$ cat config.mk
export PLATFORM = sky130hd
export DESIGN_NAME = stage_sequencer
export DESIGN_NICKNAME = d
export VERILOG_FILES = /design/src/rtl/stage_sequencer.sv
export SDC_FILE = /design/constraint.sdc
export NUM_CORES = 1
export LEC_CHECK = 0
export CORE_MARGIN = 2
export CORE_UTILIZATION = 40
export DETAILED_ROUTE_END_ITERATION = 7
export HOLD_SLACK_MARGIN = 0.05
export PLACE_DENSITY = 0.71
export SLEW_MARGIN = 20
export SYNTH_ARGS = -nofsm -noshare
export SYNTH_HDL_FRONTEND = slang
export SYNTH_SLANG_ARGS = --single-unit
$ cat constraint.sdc
create_clock -name clk -period 3.6 [get_ports clk]
set_clock_uncertainty 0.1 [all_clocks]
set_input_delay 0.72 -clock clk [delete_from_list [all_inputs] [get_ports clk]]
set_output_delay 0.72 -clock clk [all_outputs]
set_load 0.05 [all_outputs]
$ cat src/rtl/stage_sequencer.sv
// Multi-cycle stage sequencer for the non-pipelined core: walks each instruction through
// N_STAGES one-hot stage enables, with stall hold, halt-at-boundary, single-step and a retire counter.
module stage_sequencer #(
  parameter int N_STAGES = 9,
  parameter int CNT_W    = 32,
  localparam int IDX_W   = (N_STAGES > 1) ? $clog2(N_STAGES) : 1
) (
  input  logic                clk,
  input  logic                reset_n,
  input  logic                start,
  input  logic                stall,
  input  logic                halt,
  input  logic                step_mode,
  output logic [N_STAGES-1:0] stage_en,
  output logic [IDX_W-1:0]    stage_idx,
  output logic                stage_reset_n,
  output logic                busy,
  output logic                halted,
  output logic                instr_done,
  output logic [CNT_W-1:0]    instr_count
);

  typedef enum logic [1:0] {
    ST_INIT   = 2'd0,
    ST_IDLE   = 2'd1,
    ST_RUN    = 2'd2,
    ST_HALTED = 2'd3
  } state_t;

  localparam logic [IDX_W-1:0] LAST_STAGE = IDX_W'(N_STAGES - 1);

  state_t            state_q, state_d;
  logic [IDX_W-1:0]  stage_idx_q, stage_idx_d;
  logic [CNT_W-1:0]  instr_count_q, instr_count_d;
  logic              instr_done_q, instr_done_d;
  logic              halt_pend_q, halt_pend_d;

  always_ff @(posedge clk) begin
    if (!reset_n) begin
      state_q       <= ST_INIT;
      stage_idx_q   <= '0;
      instr_count_q <= '0;
      instr_done_q  <= 1'b0;
      halt_pend_q   <= 1'b0;
    end else begin
      state_q       <= state_d;
      stage_idx_q   <= stage_idx_d;
      instr_count_q <= instr_count_d;
      instr_done_q  <= instr_done_d;
      halt_pend_q   <= halt_pend_d;
    end
  end

  always_comb begin
    state_d       = state_q;
    stage_idx_d   = stage_idx_q;
    instr_count_d = instr_count_q;
    instr_done_d  = 1'b0;
    halt_pend_d   = halt_pend_q;
    case (state_q)
      ST_INIT: begin
        state_d     = ST_IDLE;
        stage_idx_d = '0;
      end
      ST_IDLE: begin
        if (halt) begin
          state_d = ST_HALTED;
        end else if (start) begin
          state_d     = ST_RUN;
          stage_idx_d = '0;
        end
      end
      ST_RUN: begin
        // A halt seen mid-instruction is remembered so the instruction still retires.
        if (halt) halt_pend_d = 1'b1;
        if (!stall) begin
          if (stage_idx_q == LAST_STAGE) begin
            stage_idx_d   = '0;
            instr_count_d = instr_count_q + CNT_W'(1);
            instr_done_d  = 1'b1;
            if (halt || halt_pend_q) state_d = ST_HALTED;
            else if (step_mode)      state_d = ST_IDLE;
          end else begin
            stage_idx_d = stage_idx_q + IDX_W'(1);
          end
        end
      end
      ST_HALTED: begin
        state_d = ST_HALTED;
      end
      default: begin
        state_d = ST_INIT;
      end
    endcase
  end

  always_comb begin
    stage_en      = '0;
    busy          = 1'b0;
    halted        = 1'b0;
    stage_reset_n = 1'b1;
    case (state_q)
      ST_INIT:   stage_reset_n = 1'b0;
      ST_RUN: begin
        busy = 1'b1;
        if (!stall) stage_en = N_STAGES'(1) << stage_idx_q;
      end
      ST_HALTED: halted = 1'b1;
      default:   stage_reset_n = 1'b1;
    endcase
  end

  assign stage_idx   = stage_idx_q;
  assign instr_done  = instr_done_q;
  assign instr_count = instr_count_q;

endmodule

After elaboration in Yosys (flattened, before gate mapping):

Cells that the tools add are included.

* bits of input ports: 6
* word-level logic and storage cells: 47
* register bits after elaboration: 40
* output and inout port bits: 49

* equal/unequal tests: 10
* multiplexer cells: 18
* reductions and logical operators: 8
* $add $sub $neg: 2
* shifts and indexed selects: 1
* bitwise operators: 3

Operators with widths (count)
* 32-bit by 1-bit adder with 32-bit output (second input constant): 1
* 9-bit two-way mux: 2
* 4-bit two-way mux: 4
* 2-bit two-way mux: 6
* 4-bit one-hot mux with 3 select lines: 1
* 1-bit by 4-bit << shifter with 9-bit output (first input constant): 1
* 2-bit inequality test (second input constant): 4
* 2-bit one-hot mux with 4 select lines: 1
* 4-bit AND reduction: 2
* 3-bit inequality test (second input constant): 2
* 4-bit by 1-bit adder with 4-bit output (second input constant): 1
* 2-bit == test (second input constant): 2
* 4-bit == test (second input constant): 1
* 1-bit two-way mux: 4
* 1-bit inverter: 3
* 3-bit AND reduction: 1
* 3-bit nonzero test: 1
* 3-bit OR reduction: 1
* 2-bit by 1-bit == test with 1-bit output (second input constant): 1
* 2-bit logical NOT: 1
* 2-bit AND reduction: 1
* 1-bit logical OR: 1

Longest topological paths before layout:

Gate-level depths: netlist of run 1.

* depth after elaboration: 5
* gate-level depth with buffers: 8
* gate-level depth less buffers: 6

Worst setup path before layout of run 1:

Ideal clock, no wire load.

* kind: input-to-output
* from: input port stall
* to: output port stage_en[8]
* stages: 2
* path buffers: 0
* arrival time: 1.877 ns
* setup slack: 0.903 ns
* data required time: 2.780 ns
* path through: or3b_4 > nor2_1

* word-level cells in the longest chain between the ends: 2

RTL lines
* from (decl): RTL line 11 `input logic stall,`
* 9-bit two-way mux: RTL line 106 `if (!stall) stage_en = N_STAGES'(1) << stage_idx_q;`
* 9-bit two-way mux: RTL line 102 `case (state_q)`
* to (decl): RTL line 14 `output logic [N_STAGES-1:0] stage_en,`

Every way passes these cells.

Worst setup path in the final report of run 1:

Ends and elaborated chain as after synthesis.

==> flow_metrics.env, run 1 <==
export IMPL_finalHoldViolCount=0
export IMPL_cts_setup_buffers=0
export IMPL_synth_seq_area_share=0.383
export IMPL_p_leak_uw=0.000941
export IMPL_std_cell_rows=26
export IMPL_post_cts_resized=0
export IMPL_powerDensity_nw_per_um2=286
export IMPL_gr_usage_all_layers=0.178
export IMPL_rr_endpoint="instr_count[28]$_SDFFE_PN0P_"
export IMPL_avgSynthCellArea_um2=8.32
export IMPL_r2r_start="instr_count[3]$_SDFFE_PN0P_"
export IMPL_startpoint_type="primary input"
export IMPL_antenna_found_initial=0
export IMPL_cts_buffers_inserted=5
export IMPL_vias=2054
export IMPL_wl_per_cell_um=13.8
export IMPL_status="complete, no violations"
export IMPL_initial_utilization=0.412
export IMPL_drt_antenna_violating_nets=0
export IMPL_critPathMaxStageDelay_ps=490
export IMPL_grt_first_pass_wirelength_um=8700
export IMPL_cp_arrival_ps=2180
export IMPL_via_per_inst=5.51
export IMPL_synth_edf_count=0
export IMPL_yosysWarnings=0
export IMPL_ff_latch_area_um2=801
export IMPL_crit_path_cell_trace="clkdlybuf4s50_1 -> or3b_4 -> nor2_1 -> buf_12"
export IMPL_num_fill_cells=482
export IMPL_r2r_slack_ps=1150
export IMPL_drv_slew=0
export IMPL_clkLatencyLatePin_ps=290
export IMPL_hpwlAfterDp_um=3680
export IMPL_die_y_um=76.3
export IMPL_peakVddDrop_uv=245
export IMPL_first_pass_iters=4
export IMPL_cp_data_required_time_ps=2780
export IMPL_ys_ff_latch=40
export IMPL_grt_max_degree=25
export IMPL_min_to="instr_count[28]$_SDFFE_PN0P_"
export IMPL_setup_tns_final_ps=0
export IMPL_ioPinCount=55
export IMPL_nets=315
export IMPL_critPathCaptureType="output pin"
export IMPL_path_delay_family="simple AND/OR/NAND/NOR gates"
export IMPL_grt_overflow=0
export IMPL_netlist_area_um2=2090
export IMPL_crit_slowest_cell="clkdlybuf4s50_1"
export IMPL_synth_top_area_cell="dfxtp_1"
export IMPL_numPortBuffers=54
export IMPL_yosysMostFrequentCell="dfxtp_1"
export IMPL_tightest_slew_ps=607
export IMPL_die_area_um2=5820
export IMPL_htreeDepth=2
export IMPL_cts_tree="built"
export IMPL_synth_area_top_cells="dfxtp_1 38%, or4_1 7.2%, a21oi_1 6.5%, o31ai_1 5.4%, ha_1 4.2%"
export IMPL_drc_errors=0
export IMPL_placed_cells=365
export IMPL_critPathKind="primary input to output pin"
export IMPL_placed_cell_area_um2=2780
export IMPL_rsz0062_at_grt="false"
export IMPL_min_from="instr_count[28]$_SDFFE_PN0P_"
export IMPL_synth_common_cells="40 x dfxtp_1, 27 x a21oi_1, 20 x or4_1"
export IMPL_hold_depth=2
export IMPL_clk_path_buf_depth=2
export IMPL_setup_violations=0
export IMPL_path_buf_inv=2
export IMPL_clock_sinks=40
export IMPL_antenna_cells=0
export IMPL_gp_congestion=0.809
export IMPL_hold_path_class="register to register"
export IMPL_final_area_um2=2870
export IMPL_drtIter0Drc=79
export IMPL_grt_pass1_vias=1844
export IMPL_slew_headroom=0.595
export IMPL_postCtsHoldBufs=0
export IMPL_routed_wl_um=5170
export IMPL_clk_pin_slew_worst_paths_ps=80
export IMPL_stdcell_count=373
export IMPL_ys_async_sr_fraction=0
export IMPL_total_power_uw=823
export IMPL_multi_input_area_um2=1190
export IMPL_drive_gt1_frac=0.0825
export IMPL_fin_crit_ps=3000
export IMPL_core_um2=5070
export IMPL_reg2reg_depth=4
export IMPL_syn_num_nets=264
export IMPL_synth_top_area_frac=0.383
export IMPL_cap_violations=0
export IMPL_synthToLayoutAreaGrowth_pct=37.5
export IMPL_clock_root_buffer="clkbuf_8"
export IMPL_fin_crit_sh=0.832
export IMPL_ys_types=40
export IMPL_fmaxAchievable_mhz=334
export IMPL_yosys_most_used_dff="dfxtp_1"
export IMPL_die_x_um=76.3
export IMPL_syn_inst=251
export IMPL_cp_max_fo=5
-- where the power goes --
part	switching [uW]	total, uW	internal [uW]	leakage [uW]
Clock	155	310	155	0.0000434
Combinational	38.0	61.2	23.2	0.000575
Sequential	6.16	451	445	0.000323
-- through the flow --
step / util / setup slack, ps / hold WS [ps]
floorplan: - / 903 / 359
global placement: 0.547 / 648 / 363
detailed placement: 0.547 / 587 / 383
CTS: 0.566 / 590 / 399
global route: 0.566 / 534 / 431
finish: 0.566 / 605 / 396
-- kinds of logic after synthesis --
family,after synthesis,share of synthesized area
AO/OA/AOI/OAI,58,0.163
XOR/XNOR,8,0.0335
flip-flops,40,0.383
AND/OR/NAND/NOR,112,0.321
multiplexers,2,0.00958
adder cells (fa/ha/maj),7,0.0419
buffers and inverters,24,0.0473
-- routing by layer --
layer / vias up / GRT usage / share of wire
met5: - / 0 / 0
li1: 1036 / - / -
met2: 38 / 0.301 / 0.47
met1: 978 / 0.234 / 0.49
met3: 2 / 0.0379 / 0.036
met4: 0 / 0.0382 / 0.0052
-- tightest hold or removal path, stage by stage, from the launching register on --
cell	delay [ps]
dfxtp_1	330
o31ai_1	60
a21oi_1	60
-- layout make-up --
cell class,count,share of cell area
multi-input combinational,187,0.414
sequential,40,0.279
timing repair buffer,58,0.230
tap,70,0.0305
clock buffer,6,0.0287
inverter,10,0.0131
clock inverter,2,0.00522
-- worst max-delay path by stage --
stage | end | startpoint | cells after the start | slack, ps
after floorplan | stage_en[8] | stall | 2 | 900
after global placement | instr_count[23]$_SDFFE_PN0P_ | stall | 5 | 650
after detailed placement | instr_count[23]$_SDFFE_PN0P_ | stall | 5 | 590
after CTS | stage_en[8] | stall | 4 | 590
after global routing | stage_en[8] | stall | 4 | 530
final | stage_en[8] | stall | 4 | 600
-- registers in the layout, indices dropped and copies added (netlist names) --
register and count:
halt_pend_q 1, instr_done 1, instr_count 32, state_q 2
stage_idx 4
-- layout by cell type, fill, tap and decap left out, types with 3 or more instances in the layout --
master,instances
and4_1,3
clkdlybuf4s50_1,45
or3_1,6
nand3_1,11
buf_4,4
nor2_1,13
dfxtp_1,40
o21ai_0,12
inv_1,9
xor2_1,5
nand4_1,9
clkbuf_8,6
ha_1,7
nor4_1,4
and2_1,4
a21oi_1,27
nand2_1,19
buf_12,9
o31ai_1,15
and3_1,10
xnor2_1,3
or4_1,20
Power figures use the tool's default switching activity.
==> run 2: changes to the inputs <==
clock period = 2.9 ns   (was 3.6 ns; I/O delays follow)
==> flow_metrics.env, run 2 (synthesis results as in run 1) <==
export IMPL_top_layer="met4"
export IMPL_clk_pin_slew_worst_paths_ps=70
export IMPL_powerDensity_nw_per_um2=355
export IMPL_grt_max_degree=25
export IMPL_std_cell_rows=26
export IMPL_htreeDepth=2
export IMPL_drt_antenna_violating_nets=0
export IMPL_min_to="instr_count[31]$_SDFFE_PN0P_"
export IMPL_die_y_um=76.3
export IMPL_placed_cells=367
export IMPL_cp_arrival_ps=2060
export IMPL_antenna_cells=0
export IMPL_min_from="instr_count[31]$_SDFFE_PN0P_"
export IMPL_critPathCaptureType="output pin"
export IMPL_met1_length_um=2550
export IMPL_grt_pass1_vias=1892
export IMPL_setup_violations=0
export IMPL_peakVddDrop_uv=266
export IMPL_clkLatencyLatePin_ps=290
export IMPL_cts_setup_buffers=0
export IMPL_cp_data_required_time_ps=2220
export IMPL_postCtsHoldBufs=0
export IMPL_drc_errors=0
export IMPL_numPortBuffers=54
export IMPL_gr_usage_all_layers=0.184
export IMPL_ioPinCount=55
export IMPL_layout_common_cells="45 x clkdlybuf4s50_1, 40 x dfxtp_1, 27 x a21oi_1"
export IMPL_drv_slew=0
export IMPL_total_power_uw=1020
export IMPL_fin_crit_sh=0.945
export IMPL_antenna_found_initial=0
export IMPL_first_pass_iters=4
export IMPL_gp_congestion=0.825
export IMPL_hold_depth=2
export IMPL_final_area_um2=2880
export IMPL_startpoint_type="primary input"
export IMPL_cts_buffers_inserted=5
export IMPL_clock_root_buffer="clkbuf_8"
export IMPL_cp_max_fo=8
export IMPL_finalHoldViolCount=0
export IMPL_clk_path_buf_depth=2
export IMPL_clock_sinks=40
export IMPL_p_leak_uw=0.000954
export IMPL_die_x_um=76.3
export IMPL_holdWs_ps=384
export IMPL_fmaxAchievable_mhz=365
export IMPL_wl_per_cell_um=14.1
export IMPL_mostFrequentLayoutCell="clkdlybuf4s50_1"
export IMPL_drtIter0Drc=112
export IMPL_core_um2=5070
export IMPL_routed_wl_um=5310
export IMPL_hold_path_class="register to register"
export IMPL_setup_tns_final_ps=0
export IMPL_tightest_slew_ps=648
export IMPL_r2r_slack_ps=410
export IMPL_stdcell_count=375
export IMPL_synthToLayoutAreaGrowth_pct=37.9
export IMPL_die_area_um2=5820
export IMPL_placed_cell_area_um2=2790
export IMPL_r2r_start="instr_count[9]$_SDFFE_PN0P_"
export IMPL_initial_utilization=0.412
export IMPL_hpwlAfterDp_um=3720
export IMPL_grt_first_pass_wirelength_um=8930
export IMPL_vias=2084
export IMPL_largest_reg_flops=32
export IMPL_post_cts_resized=0
export IMPL_via_per_inst=5.56
export IMPL_reg2reg_depth=4
export IMPL_critPathKind="primary input to output pin"
export IMPL_wl_met3_um=262
export IMPL_rsz0062_at_grt="false"
export IMPL_fin_crit_ps=2740
export IMPL_status="complete, no violations"
export IMPL_drive_gt1_frac=0.0820
export IMPL_slew_headroom=0.568
export IMPL_cts_tree="built"
export IMPL_cap_violations=0
export IMPL_rr_endpoint="instr_count[22]$_SDFFE_PN0P_"
export IMPL_grt_overflow=0
export IMPL_nets=317
export IMPL_routed_wl_met2_um=2470
==> run 2: cell count changes in the layout (fill, tap and decap cells not counted) <==
cell / before / now
clkinvlp_4: 2 / 0
buf_4: 4 / 6
clkbuf_1: 0 / 2
==> run 2: how the worst max path moves through the flow <==
| stage | start | end | slack [ps] | depth (start not counted) |
|---|---|---|---|---|
| floorplan | stage_idx[0]$_SDFFE_PN0P_ | stage_en[8] | 370 | 4 |
| global placement | stall | instr_count[23]$_SDFFE_PN0P_ | 150 | 5 |
| detailed placement | stall | instr_count[23]$_SDFFE_PN0P_ | 90 | 5 |
| CTS | stall | stage_en[1] | 150 | 6 |
| global route | stall | stage_en[0] | 60 | 6 |
| finish | stall | stage_en[0] | 160 | 6 |
==> run 2: cell type report <==
class	count	area, um^2
Fill cell	482	2190
Tap cell	70	87.6
Clock buffer	8	90.1
Timing Repair Buffer	60	676
Multi-Input combinational cell	187	1190
Sequential cell	40	801
Inverter	10	37.5
==> run 2: metal layers <==
| layer | vias up | global-route usage |
|---|---|---|
| li1 | 1051 | - |
| met3 | 4 | 0.0332 |
| met1 | 973 | 0.248 |
| met2 | 56 | 0.298 |
| met4 | 0 | 0.0618 |
| met5 | - | 0 |
==> run 2: through the flow <==
step / util / setup slack, ps
detailed placement: 0.550 / 94.5
finish: 0.568 / 160
global placement: 0.550 / 155
global route: 0.568 / 62.9
CTS: 0.568 / 153
floorplan: - / 367
==> run 2: power by group <==
part | internal (uW) | switching (uW) | total, uW
Combinational | 29.7 | 48.0 | 77.7
Clock | 194 | 190 | 384
Sequential | 553 | 7.64 | 560
Total | 777 | 246 | 1020
==> run 2: worst max-delay path, cell delays in order <==
cell and delay, ps:
clkdlybuf4s50_1 420, buf_4 160, nor4b_1 330, buf_4 210, and3_1 210, buf_12 150
